[src/rtl/ha_row_seq_mul_pkg.sv]
// Shared types for the sequential half-adder-row approximate multiplier:
// column compression modes, FSM states and the row-group count.
package ha_seq_pkg;

    typedef enum logic [1:0] {
        MODE_HA     = 2'b00,
        MODE_OR     = 2'b01,
        MODE_ACARRY = 2'b10,
        MODE_ELIM   = 2'b11
    } mode_e;

    typedef enum logic [1:0] {
        IDLE = 2'b00,
        RUN  = 2'b01,
        DONE = 2'b10
    } state_e;

    localparam int W_DEF  = 8;
    localparam int GROUPS = W_DEF / 2;

    function automatic int groups_of(input int w);
        return w / 2;
    endfunction

endpackage

[src/rtl/ha_row_seq_mul_row_group.sv]
// One row group: compresses the two partial-product rows selected by a pair
// of x bits into a sum vector plus a carry vector, column by column.
module ha_row_group
    import ha_seq_pkg::*;
#(
    parameter int W = 8
) (
    input  logic [W-1:0]       y,
    input  logic [1:0]         xb,
    input  logic [2*(W-1)-1:0] modes,
    output logic [W+1:0]       grp_val
);

    logic [W-1:0] a;
    logic [W-1:0] c;
    logic [W+1:0] sum_v;
    logic [W+1:0] car_v;

    assign a = y & {W{xb[0]}};
    assign c = y & {W{xb[1]}};

    // Column j pairs a_j with c_{j-1}; a carry lands at weight j+1.
    always_comb begin
        sum_v    = '0;
        car_v    = '0;
        sum_v[0] = a[0];
        sum_v[W] = c[W-1];
        for (int j = 1; j < W; j++) begin
            case (mode_e'(modes[2*j-2 +: 2]))
                MODE_HA: begin
                    sum_v[j]   = a[j] ^ c[j-1];
                    car_v[j+1] = a[j] & c[j-1];
                end
                MODE_OR:     sum_v[j]   = a[j] | c[j-1];
                MODE_ACARRY: car_v[j+1] = a[j];
                default: ;
            endcase
        end
    end

    assign grp_val = sum_v + car_v;

endmodule

[src/rtl/ha_row_seq_mul.sv]
// Sequential W x W approximate multiplier: one row-group compressor reused
// for each x-bit pair, accumulated into a 2W-bit product.
module ha_row_seq_mul
    import ha_seq_pkg::*;
#(
    parameter int         W       = 8,
    parameter logic [1:0] CFG_RST = 2'b00
) (
    input  logic                     clk,
    input  logic                     rst_n,
    input  logic                     in_valid,
    output logic                     in_ready,
    input  logic [W-1:0]             x,
    input  logic [W-1:0]             y,
    output logic                     out_valid,
    input  logic                     out_ready,
    output logic [2*W-1:0]           p,
    input  logic                     cfg_we,
    output logic                     cfg_ready,
    input  logic [$clog2(W/2)-1:0]   cfg_grp,
    input  logic [2*(W-1)-1:0]       cfg_data,
    output logic                     busy
);

    localparam int NG = groups_of(W);
    localparam int CW = $clog2(NG);
    localparam int MW = 2 * (W - 1);

    state_e          state;
    logic [CW-1:0]   cnt;
    logic [2*W-1:0]  acc;
    logic [W-1:0]    x_r;
    logic [W-1:0]    y_r;
    logic [MW-1:0]   modes [NG];

    logic [1:0]      xb;
    logic [W+1:0]    grp_val;
    logic [2*W-1:0]  addend;
    logic [2*W-1:0]  acc_nxt;

    assign xb      = 2'(x_r >> {cnt, 1'b0});
    assign addend  = (2*W)'(grp_val) << {cnt, 1'b0};
    assign acc_nxt = acc + addend;

    ha_row_group #(.W(W)) u_grp (
        .y       (y_r),
        .xb      (xb),
        .modes   (modes[cnt]),
        .grp_val (grp_val)
    );

    assign in_ready  = (state == IDLE);
    assign cfg_ready = (state == IDLE);
    assign busy      = (state != IDLE);

    always_ff @(posedge clk or negedge rst_n) begin
        if (!rst_n) begin
            state     <= IDLE;
            cnt       <= '0;
            acc       <= '0;
            x_r       <= '0;
            y_r       <= '0;
            p         <= '0;
            out_valid <= 1'b0;
            for (int g = 0; g < NG; g++) begin
                modes[g] <= {(W-1){CFG_RST}};
            end
        end else begin
            // Mode writes land on the same edge as an accept, so the new
            // operand is compressed with the freshly written modes.
            if (cfg_we && state == IDLE) begin
                modes[cfg_grp] <= cfg_data;
            end
            case (state)
                IDLE: begin
                    if (in_valid) begin
                        x_r   <= x;
                        y_r   <= y;
                        acc   <= '0;
                        cnt   <= '0;
                        state <= RUN;
                    end
                end
                RUN: begin
                    acc <= acc_nxt;
                    cnt <= cnt + 1'b1;
                    if (cnt == CW'(NG - 1)) begin
                        p         <= acc_nxt;
                        out_valid <= 1'b1;
                        state     <= DONE;
                    end
                end
                DONE: begin
                    if (out_ready) begin
                        out_valid <= 1'b0;
                        state     <= IDLE;
                    end
                end
                default: state <= IDLE;
            endcase
        end
    end

endmodule

[config.mk]
export PLATFORM = sky130hd
export DESIGN_NAME = ha_row_seq_mul
export DESIGN_NICKNAME = d
export VERILOG_FILES = /design/src/rtl/ha_row_seq_mul_pkg.sv /design/src/rtl/ha_row_seq_mul_row_group.sv /design/src/rtl/ha_row_seq_mul.sv
export SDC_FILE = /design/constraint.sdc
export NUM_CORES = 1
export LEC_CHECK = 0
export ABC_CLOCK_PERIOD_IN_PS = 13500
export CORE_MARGIN = 1.5
export CORE_UTILIZATION = 55
export CTS_BUF_LIST = sky130_fd_sc_hd__clkbuf_8 sky130_fd_sc_hd__clkbuf_16
export DETAILED_ROUTE_END_ITERATION = 6
export HOLD_SLACK_MARGIN = 0.08
export PLACE_DENSITY = 0.82
export SLEW_MARGIN = 40
export SYNTH_ARGS = -nofsm -noshare
export SYNTH_HDL_FRONTEND = slang
export SYNTH_SLANG_ARGS = --single-unit
[constraint.sdc]
create_clock -name clk -period 13.5 [get_ports clk]
set_clock_uncertainty 0.05 [all_clocks]
set_input_delay 2.7 -clock clk [delete_from_list [all_inputs] [get_ports clk]]
set_output_delay 2.7 -clock clk [all_outputs]
set_load 0.05 [all_outputs]
After elaboration in Yosys (flattened, before gate mapping)
Cells that the tools add are included.

Multiply operators: 0. Divide/modulo/power cells: 0. Reduce and logical (&&, ||, !) cells: 18. Equality and inequality tests: 20. Shift-type cells: 2. $add $sub $neg: 3. Muxes and demuxes: 31. Bitwise logic cells: 25. Order comparisons: 3.

Operators by type and width (count): bitwise mux 56 bit (1); 2-to-1 mux 14 bit (3); case mux 16 bit (2 select lines) (1); case mux 1 bit (2 select lines) (15); binary-select mux 14 bit (select 2 bit) (1); demux 14 bit (select 2 bit) (1); equality test 2 bit, second input constant (9); adder 16 bit (1); AND 8 bit (2); equality test 2 x 1 -> 1 bit, second input constant (8); zero test 2 bit (8); 2-to-1 mux 16 bit (1); << shifter 10 x 3 -> 16 bit (1); adder 9 x 9 -> 10 bit (1); 2-to-1 mux 2 bit (4); right shift 8 x 3 -> 2 bit (1); AND 1 bit (7); OR 1 bit (7); XOR 1 bit (7); >= comparator 3 bit, second input constant (2); != test 2 bit, second input constant (3); inverter 2 -> 3 bit (2); case mux 2 bit (3 select lines) (1); AND reduction 2 bit (3); 7 further kinds (12).

Word-level logic and storage cells: 113. Register bits after elaboration: 109. Output and inout port bits: 20. Bits in read-only memories: 0. Bits in latches: 0. Memory bits (writable): 0. Memories kept: 0. Bits of input ports: 37.

Logic depth before layout (Yosys ltp)
Gate-level depths: netlist (run 1).

Depth in word-level cells: 10. Depth in mapped cells: 25. Gate-level depth less buffers: 23.

By module
From an unflattened synthesis (run 1), not the netlist that was laid out.

Cell total of the unflattened synthesis: 552. Area, all modules: 6247.2 um^2.

Modules (own cells, without submodules): ha_row_seq_mul (cells each 449, times used 1, sequential area each 2727.6 um^2, area each 5495.3 um^2); ha_row_group (cells each 103, times used 1, sequential area each 0.0 um^2, area each 752.0 um^2).

Least setup slack after synthesis (run 1)
OpenSTA, ideal clock, no wires.

Path type: flip-flop to flip-flop. Start: register cnt[0]. End: register p[13]. Clock period less this slack: 4.985 ns. Cell stages (with the launch flop): 22. Setup slack: 8.515 ns. Setup time: 0.131 ns. Buffers on the path: 1. Required time: 13.319 ns. Arrival: 4.804 ns. Cells stage by stage: dfrtp_1 buf_4 mux4_2 nand2_1 inv_1 ha_1 nor2_1 a211o_1 fa_1 nor2b_1 o21ai_0 a21boi_1 o21a_1 mux2i_1 a211oi_1 ha_1 a21oi_2 o21ai_1 a2111o_1 a31oi_4 nor3_1 or3b_1.

Longest elaborated chain between the ends: 9. Elaborated cells on any way between the ends: 68. Those cells by class: 2 x add/sub; 15 x eq/ne; 2 x shift; 17 x mux; 24 x bitwise; 8 x reduce/logical.

Ends and longest elaborated chain: start: declaration (RTL line ha_row_seq_mul.sv:30) `logic [CW-1:0] cnt;`; start signal: assignment (RTL line ha_row_seq_mul.sv:86) `cnt <= cnt + 1'b1;`; inverter 2 -> 3 bit (not written as such) (RTL line ha_row_seq_mul.sv:48) `.modes (modes[cnt]),`; binary-select mux 14 bit (select 2 bit) (RTL line ha_row_seq_mul.sv:48); 2-to-1 mux 14 bit (not written as such) (2 in series) (RTL line ha_row_seq_mul.sv:48); equality test 2 x 1 -> 1 bit (tied with other cells) (RTL line ha_row_seq_mul_row_group.sv:29) `case (mode_e'(modes[2*j-2 +: 2]))`; case mux 1 bit (2 select lines) (RTL line ha_row_seq_mul_row_group.sv:29); adder 9 x 9 -> 10 bit (RTL line ha_row_seq_mul_row_group.sv:41) `assign grp_val = sum_v + car_v;`; << shifter 10 x 3 -> 16 bit (RTL line ha_row_seq_mul.sv:42) `assign addend = (2*W)'(grp_val) << {cnt, 1'b0};`; adder 16 bit (RTL line ha_row_seq_mul.sv:43) `assign acc_nxt = acc + addend;`; end signal: assignment (RTL line ha_row_seq_mul.sv:88) `p <= acc_nxt;`; end: declaration (RTL line ha_row_seq_mul.sv:17) `output logic [2*W-1:0] p,`.

Parallel ways exist; a longest one is shown, timed or not. The select of a mux whose other input is x is not followed. A chain may end at the register's enable or synchronous reset.

Final worst setup path (run 1)
Start: register cnt[0]. End: register p[15].

Same word-level chain as after synthesis.

==> metrics.sh, run 1 <==
SYNTH.TOP_CELLS.BY_COUNT='109 x sky130_fd_sc_hd__dfrtp_1, 74 x sky130_fd_sc_hd__mux2_2, 65 x sky130_fd_sc_hd__nand2_1, 38 x sky130_fd_sc_hd__nor2_1, 36 x sky130_fd_sc_hd__ha_1'
CTS_HOLD_REPAIR.BUFFERS=0
CTSROOTBUFFERMASTER='sky130_fd_sc_hd__clkbuf_16'
ROUTED_WIRE_LENGTH_PER_INSTANCE_UM=17.2
GRT_ANTENNA_BEFORE_REPAIR=0
NUMBER_OF_ENABLE_TYPE_REGISTER_CELLS_IN_THE_SYNTHESIZED_NETLIST=0
DRT_FIRST_PASS_ITERS=5
DETAIL_ROUTE.DRC_VIOLATIONS=0
DIE_H_UM=111
CTS.REPAIR_TIMING.SETUP_BUFFER_COUNT=0
SYNTH_CELL_TYPE_COUNT=61
SYN_TO_FINAL_GROWTH_PCT=15.2
PLACEMENT.IO_BUFFERS=56
ANTENNA_LEFT=0
START_UTIL_PCT=56.5
SLEW_HEADROOM_PCT=42.3
MAX_SLEW.WORST_PIN.SLEW_PS=864
CLOCK_BUFFER_COUNT_FROM_CTS=9
GR-USAGE-ALL-LAYERS_PCT=23.0
NUM_VIAS=4704
CTS.PATH.MAX_BUFFERS=2
SETUP_TNS_PS=0
FINALWEIGHTEDCONGESTION=0.919
SYNTH.LARGEST_AREA_CELL='sky130_fd_sc_hd__dfrtp_1'
NNETSFINAL=720
CTS_REPAIR_RESIZE_COUNT=0
YOSYS.AREA.TOP_TYPE_SHARE_PCT=42.3
NUM_ANTENNA_CELLS=0
GRT_FIRST_PASS_WIRELENGTH_MM=22.9
MULTIINPUTGATEAREA_MM2=0.00349
GRT_SETUP_UNREPAIRED='no'
TIMING_WORST_SETUP_PATH_TYPE='flop to flop'
YS.FLOP_TYPE='sky130_fd_sc_hd__dfrtp_1'
TRITONCTS_CLOCK_TREE='yes'
INITIALDRTVIOLATIONCOUNT=301
CP_DATA_REQUIRED_TIME_PS=13700
LARGEST_NET_DEGREE_AT_THE_START_OF_GLOBAL_ROUTING=66
FINALMAXSLEWVIOLATIONS=0
FIRST_GLOBAL_VIAS=4852
PLACE.DETAILED.HPWL_MM=9.88
YOSYSMOSTFREQUENTCELL='sky130_fd_sc_hd__dfrtp_1'
NETLIST_AREA_BEFORE_PLACEMENT_MM2=0.00645
FILLCELLCOUNT=887
AVGSYNTHCELLAREA_UM2=10.8
SYNTHESIZED_NETS=675
TIMING.MAX_CAP.VIOLATIONS=0
FINAL-HOLD-VIOLATION-COUNT=0
ASYNCSETRESETFLOPFRACSYNTH_PCT=100
POSTSYNTHREGISTERBITS=109
FF_LATCH_AREA_MM2=0.00273
VIAS_PER_CELL=5.93
SEQUENTIAL_TO_TOTAL_AREA_SHARE_FROM_YOSYS_STAT_PCT=42.3
GRT_OVERFLOW=0
DETAIL_ROUTE.WIRELENGTH_MM=13.7
WORST-PATH-MAX-FANOUT=39
CLK_LATENCY_PS=360
HOLD_PATH.CLASS='flop to flop'
WORSTSETUPENDPOINTTYPE='flop'
CTS.SINK_COUNT=109
IOPINCOUNT=57
ROW_COUNT=39
PERIOD_NEEDED_PS=5850
TIMING.FMAX_MHz=171
NETLIST_INSTANCES=600
WORSTPATHARRIVAL_PS=6060
AREA_CONTRIBUTORS_POST_SYNTH='sky130_fd_sc_hd__dfrtp_1 42%, sky130_fd_sc_hd__mux2_2 13%, sky130_fd_sc_hd__ha_1 7.0%, sky130_fd_sc_hd__mux4_2 5.6%, sky130_fd_sc_hd__nand2_1 3.8%'
STATUS='completed'
CLKSLEWWORSTSETUPHOLDPATHS_PS=70
YOSYS_WARNINGS=0
WORST_SETUP_PATH_START_KIND='flop'
FP.COREAREA_MM2=0.0114
FINAL-SETUP-VIOL-COUNT=0
LAYOUT_WORST_PATH_CYCLE_SHARE_PCT=43.4
DIE_WIDTH_UM=111
FRACTION_OF_FINAL_LAYOUT_CELLS_WITH_DRIVE_STRENGTH_GREATER_THAN_1_PCT=19.7
HTREEDEPTH=3
DIE_AREA_MM2=0.0124
## cell usage in the layout, fill, tap and decap left out, types with 4 or more instances in the layout
cell type and n:
sky130_fd_sc_hd__dfrtp_1 109, sky130_fd_sc_hd__mux2_2 74, sky130_fd_sc_hd__nand2_1 63, sky130_fd_sc_hd__clkdlybuf4s50_1 55, sky130_fd_sc_hd__nor2_1 38, sky130_fd_sc_hd__ha_1 36
sky130_fd_sc_hd__inv_1 33, sky130_fd_sc_hd__o21ai_0 32, sky130_fd_sc_hd__mux2i_1 20, sky130_fd_sc_hd__mux4_2 16, sky130_fd_sc_hd__nand3_1 16, sky130_fd_sc_hd__a21oi_1 15
sky130_fd_sc_hd__and2_1 12, sky130_fd_sc_hd__clkbuf_16 9, sky130_fd_sc_hd__o21a_1 8, sky130_fd_sc_hd__xor2_1 7, sky130_fd_sc_hd__nor3_1 7, sky130_fd_sc_hd__a31oi_1 5
sky130_fd_sc_hd__o21bai_1 4, sky130_fd_sc_hd__xnor2_1 4, sky130_fd_sc_hd__and3_1 4, sky130_fd_sc_hd__nand4_1 4, sky130_fd_sc_hd__o31ai_1 4, sky130_fd_sc_hd__buf_4 4
## layer usage
metal / GRT usage (%) / wire length [um] / vias to the layer above
li1: - / - / 2239
met1: 27.5 / 5650 / 2312
met2: 40.6 / 7070 / 116
met3: 4.26 / 530 / 37
met4: 9.96 / 414 / 0
met5: 0 / 0 / -
## state kept, by name (all words and copies together) (netlist names)
name,count
state,2
x_r,8
cnt,2
y_r,8
p,16
modes,56
out_valid,1
acc,16
## worst max-delay path, cell delays in order, from the launching register on
cell and delay (ps):
sky130_fd_sc_hd__dfrtp_1 330, sky130_fd_sc_hd__buf_4 440, sky130_fd_sc_hd__mux4_2 690, sky130_fd_sc_hd__and2_1 240, sky130_fd_sc_hd__ha_1 300, sky130_fd_sc_hd__mux2i_1 190
sky130_fd_sc_hd__nor2_1 70, sky130_fd_sc_hd__ha_1 190, sky130_fd_sc_hd__inv_1 70, sky130_fd_sc_hd__fa_1 190, sky130_fd_sc_hd__nor2b_1 50, sky130_fd_sc_hd__o21ai_0 190
sky130_fd_sc_hd__a21boi_1 110, sky130_fd_sc_hd__o21a_1 270, sky130_fd_sc_hd__or4b_1 490, sky130_fd_sc_hd__a31oi_1 180, sky130_fd_sc_hd__ha_1 360, sky130_fd_sc_hd__a21oi_1 180
sky130_fd_sc_hd__o21ai_0 130, sky130_fd_sc_hd__a31oi_1 220, sky130_fd_sc_hd__o31a_4 220, sky130_fd_sc_hd__xnor3_1 300, sky130_fd_sc_hd__mux2_2 270
## metrics by stage
stage	hold slack (ps)	utilization [%]	worst slack (ps)	cell area, um2	cells
after floorplan	406	-	8510	6450	600
after global placement	411	62.2	7880	7100	776
after detailed placement	414	62.3	7680	7110	776
after CTS	431	64.9	7650	7410	792
after global routing	451	65.1	7260	7430	793
final	423	65.1	7650	7430	793
## worst paths after layout
kind	from	end	slack, ps	cells past startpoint
min in group asynchronous	rst_n	p[14]$_DFFE_PN0P_	2270	1
worst max-delay path	cnt[0]$_DFFE_PN0P_	p[15]$_DFFE_PN0P_	7650	22
worst min register to register	p[6]$_DFFE_PN0P_	p[6]$_DFFE_PN0P_	420	2
worst max register to register	cnt[0]$_DFFE_PN0P_	p[15]$_DFFE_PN0P_	7650	22
worst min-delay path	p[6]$_DFFE_PN0P_	p[6]$_DFFE_PN0P_	420	2
max in group asynchronous	rst_n	modes[39]$_DFFE_PN0P_	10170	2
## cell type report
type,count,area share [%]
multi-input combinational,429,47.0
sequential,109,36.7
timing repair buffer,61,8.11
clock buffer,9,3.03
tap,143,2.41
inverter,35,1.77
clock inverter,7,1.04
## cells by family (layout without fill, tap and decap cells)
kind of cell | after synthesis | in the layout | share of synthesized area, %
buffers and inverters | 62 | 112 | 3.95
AOI/OAI and AO/OA | 100 | 100 | 10.3
DFF | 109 | 109 | 42.3
muxes | 110 | 110 | 21.6
and+or+nand+nor | 169 | 169 | 12.4
xor gates and xnor gates | 12 | 12 | 1.84
adders and majority gates | 38 | 38 | 7.60
Power of run 1 is not shown: default switching activity piles up to over one toggle a cycle in this logic, so the estimate is an artifact.
==> run 2: changes to the inputs <==
- ABC_CLOCK_PERIOD_IN_PS: 13500 -> 5060
- CORE_UTILIZATION: 55 -> 53
- clock period: 13.5 -> 5.06 ns (I/O delays scaled with it)
==> metrics.sh, run 2 (synthesis gave the netlist of run 1 again) <==
FILLCELLCOUNT=932  # +5.1%
TRITONCTS_CLOCK_TREE='yes'
CRITICAL_PATH.ENDPOINT='p[15]$_DFFE_PN0P_'
FF_LATCH_AREA_MM2=0.00273  # unchanged
CRITICAL_PATH.MOST_COMMON_CELL='sky130_fd_sc_hd__ha_1'
NNETSFINAL=754  # +4.7%
PATH_CELLS='mux4_2, buf_4, and2_1, ha_1, mux2i_1, nor2_1, ha_1, o21ai_2, a21boi_1, o21a_1, buf_6, or4b_1, a31oi_1, ha_1, a21oi_2, o21ai_1, a31oi_1, o31a_4, xnor3_1, mux2_2'
DIE_AREA_MM2=0.0128  # +3.7%
INITIALDRTVIOLATIONCOUNT=201  # -33%
FRACTION_OF_FINAL_LAYOUT_CELLS_WITH_DRIVE_STRENGTH_GREATER_THAN_1_PCT=26.9  # +7.2 points
WORST_SETUP_PATH_START_KIND='flop'
CPMAXSTAGEDELAYCELL='sky130_fd_sc_hd__mux4_2'
GRT_OVERFLOW=0  # unchanged
STATUS='completed'
START_UTIL_PCT=54.0  # -2.6 points
WORST_R2R_ENDPOINT='p[15]$_DFFE_PN0P_'
LARGEST_REGISTER='modes'
DIE_H_UM=113  # +1.8%
WORST_R2R_PATH_DEPTH=20  # -9.1%
FINAL-SETUP-VIOL-COUNT=0  # unchanged
ROUTED_WIRE_LENGTH_PER_INSTANCE_UM=17.2  # -0.33%
GR-USAGE-ALL-LAYERS_PCT=23.8  # +0.83 points
CLK_LATENCY_PS=360  # about the same
TOP_REGS='modes x56, acc x16, p x16'
DETAIL_ROUTE.DRC_VIOLATIONS=0  # unchanged
SLEW_HEADROOM_PCT=47.8  # +5.5 points
LARGEST_NET_DEGREE_AT_THE_START_OF_GLOBAL_ROUTING=59  # -11%
CRITPATHMAXSTAGEDELAY_PS=590  # -100 ps
CTSROOTBUFFERMASTER='sky130_fd_sc_hd__clkbuf_16'
CP_DATA_REQUIRED_TIME_PS=5260  # -8440 ps
DIE_WIDTH_UM=113  # +1.8%
GRT_FIRST_PASS_WIRELENGTH_MM=24.0  # +5.1%
TIMING.FMAX_MHz=200  # +17%
NUM_VIAS=4790  # +1.8%
DRT_FIRST_PASS_ITERS=4  # -1
R2R_START='cnt[0]$_DFFE_PN0P_'
MOST_COMMON_CELL_AFTER_LAYOUT_FILL_AND_TAPS_ASIDE='sky130_fd_sc_hd__dfrtp_1'
PLACE.DETAILED.HPWL_MM=10.6  # +7.7%
CLKSLEWWORSTSETUPHOLDPATHS_PS=70  # about the same
PLACEMENT.IO_BUFFERS=56  # unchanged
GRT_ANTENNA_BEFORE_REPAIR=0  # unchanged
FP.COREAREA_MM2=0.0120  # +4.8%
HOLD_PATH.CLASS='flop to flop'
MAX_SLEW.WORST_PIN.SLEW_PS=782  # -82.4 ps
ROW_COUNT=40  # +2.6%
CRITICAL_PATH_DEPTH=20  # -9.1%
CRIT_FAMILY='compound AO/OA/AOI/OAI gates'
CTS_HOLD_REPAIR.BUFFERS=0  # unchanged
CTS.PATH.MAX_BUFFERS=2  # unchanged
ANTENNA_LEFT=0  # unchanged
PATH_BUF_INV=2  # unchanged
GRT_SETUP_UNREPAIRED='yes'
VIAS_PER_CELL=5.76  # -2.8%
FINALWEIGHTEDCONGESTION=0.943  # +2.7%
FIRST_GLOBAL_VIAS=5025  # +3.6%
MAX_FFS_PER_REGISTER=56  # unchanged
TIMING.MAX_CAP.VIOLATIONS=0  # unchanged
MULTIINPUTGATEAREA_MM2=0.00359  # +3.0%
LAYOUT_WORST_PATH_CYCLE_SHARE_PCT=99.0  # +56 points
CTS.SINK_COUNT=109  # unchanged
STARTPOINT='cnt[0]$_DFFE_PN0P_'
FINAL-HOLD-VIOLATION-COUNT=0  # unchanged
FINALMAXSLEWVIOLATIONS=0  # unchanged
PLACED_CELL_AREA_MM2=0.00729  # +2.6%
WORSTPATHARRIVAL_PS=5210  # -850 ps
DETAIL_ROUTE.WIRELENGTH_MM=14.3  # +4.4%
SYN_TO_FINAL_GROWTH_PCT=21.1
CLOCK_BUFFER_COUNT_FROM_CTS=9  # unchanged
MOSTFREQUENTLAYOUTCELLS='109 x sky130_fd_sc_hd__dfrtp_1, 74 x sky130_fd_sc_hd__mux2_2, 62 x sky130_fd_sc_hd__nand2_1, 55 x sky130_fd_sc_hd__clkdlybuf4s50_1, 37 x sky130_fd_sc_hd__nor2_1'
NUM_ANTENNA_CELLS=0  # unchanged
IOPINCOUNT=57  # unchanged
TIMING_WORST_SETUP_PATH_TYPE='flop to flop'
REG2REG_SLACK_PS=50  # -7600 ps
WORSTSETUPENDPOINTTYPE='flop'
HTREEDEPTH=3  # unchanged
PERIOD_NEEDED_PS=5010  # -843 ps
WORST-PATH-MAX-FANOUT=6  # -85%
FINAL_CELL_AREA_MM2=0.00782  # +5.1%
run 2: cell count changes in the layout (fill, tap and decap cells not counted), sizes merged:
cell    change
buf        +34
clkbuf      +3
bufinv      -1
clkinv      -1
inv         -1
run 2: routing by layer:
metal / GRT usage (%) / up-vias / wire length (um)
met2: 43.6 / 103 / 7550
met3: 4.18 / 21 / 492
met4: 8.75 / 0 / 304
met5: 0 / - / 0
met1: 27.9 / 2368 / 5930
li1: - / 2298 / -
run 2: tightest hold or removal path: cells and delay by family, from the launching register on:
family,cells,cell delay (ps)
and+or+nand+nor,2,100
DFF,1,340
run 2: worst min path at each step:
stage,startpoint,to,slack [ps],depth (start not counted)
floorplan,acc[10]$_DFFE_PN0P_,acc[10]$_DFFE_PN0P_,410,2
global placement,p[6]$_DFFE_PN0P_,p[6]$_DFFE_PN0P_,410,2
detailed placement,p[4]$_DFFE_PN0P_,p[4]$_DFFE_PN0P_,410,2
CTS,p[4]$_DFFE_PN0P_,p[4]$_DFFE_PN0P_,430,2
global route,rst_n,acc[13]$_DFFE_PN0P_,460,1
finish,p[4]$_DFFE_PN0P_,p[4]$_DFFE_PN0P_,420,2
run 2: layout make-up:
| type | instances | share of cell area (%) |
|---|---|---|
| Inverter | 35 | 1.68 |
| Clock buffer | 12 | 3.41 |
| Sequential cell | 109 | 34.9 |
| Tap cell | 147 | 2.35 |
| Multi-Input combinational cell | 429 | 46.0 |
| Clock inverter | 4 | 0.480 |
| Timing Repair Buffer | 95 | 11.2 |
run 2: through the flow:
stage          util [%]  setup TNS, ps  hold WS, ps  std cells  worst slack (ps)
2_1_floorplan         -              0          406        600              74.7
3_3_place_gp       60.7              0          408        801              78.7
3_5_place_dp       61.0           -310          414        803              -130
4_1_cts            64.0              0          431        824              3.27
5_1_grt            65.3           -589          455        831              -170
6_report           65.3              0          423        831              48.6
run 2: repair_timing:
action,4_1_cts,5_1_grt
setup endpoints to repair,4,10
hold endpoints to repair,0,0
pin swaps,11,23
resized for setup,9,19
buffers inserted,5,6
Power of run 2 is left out for the same reason.
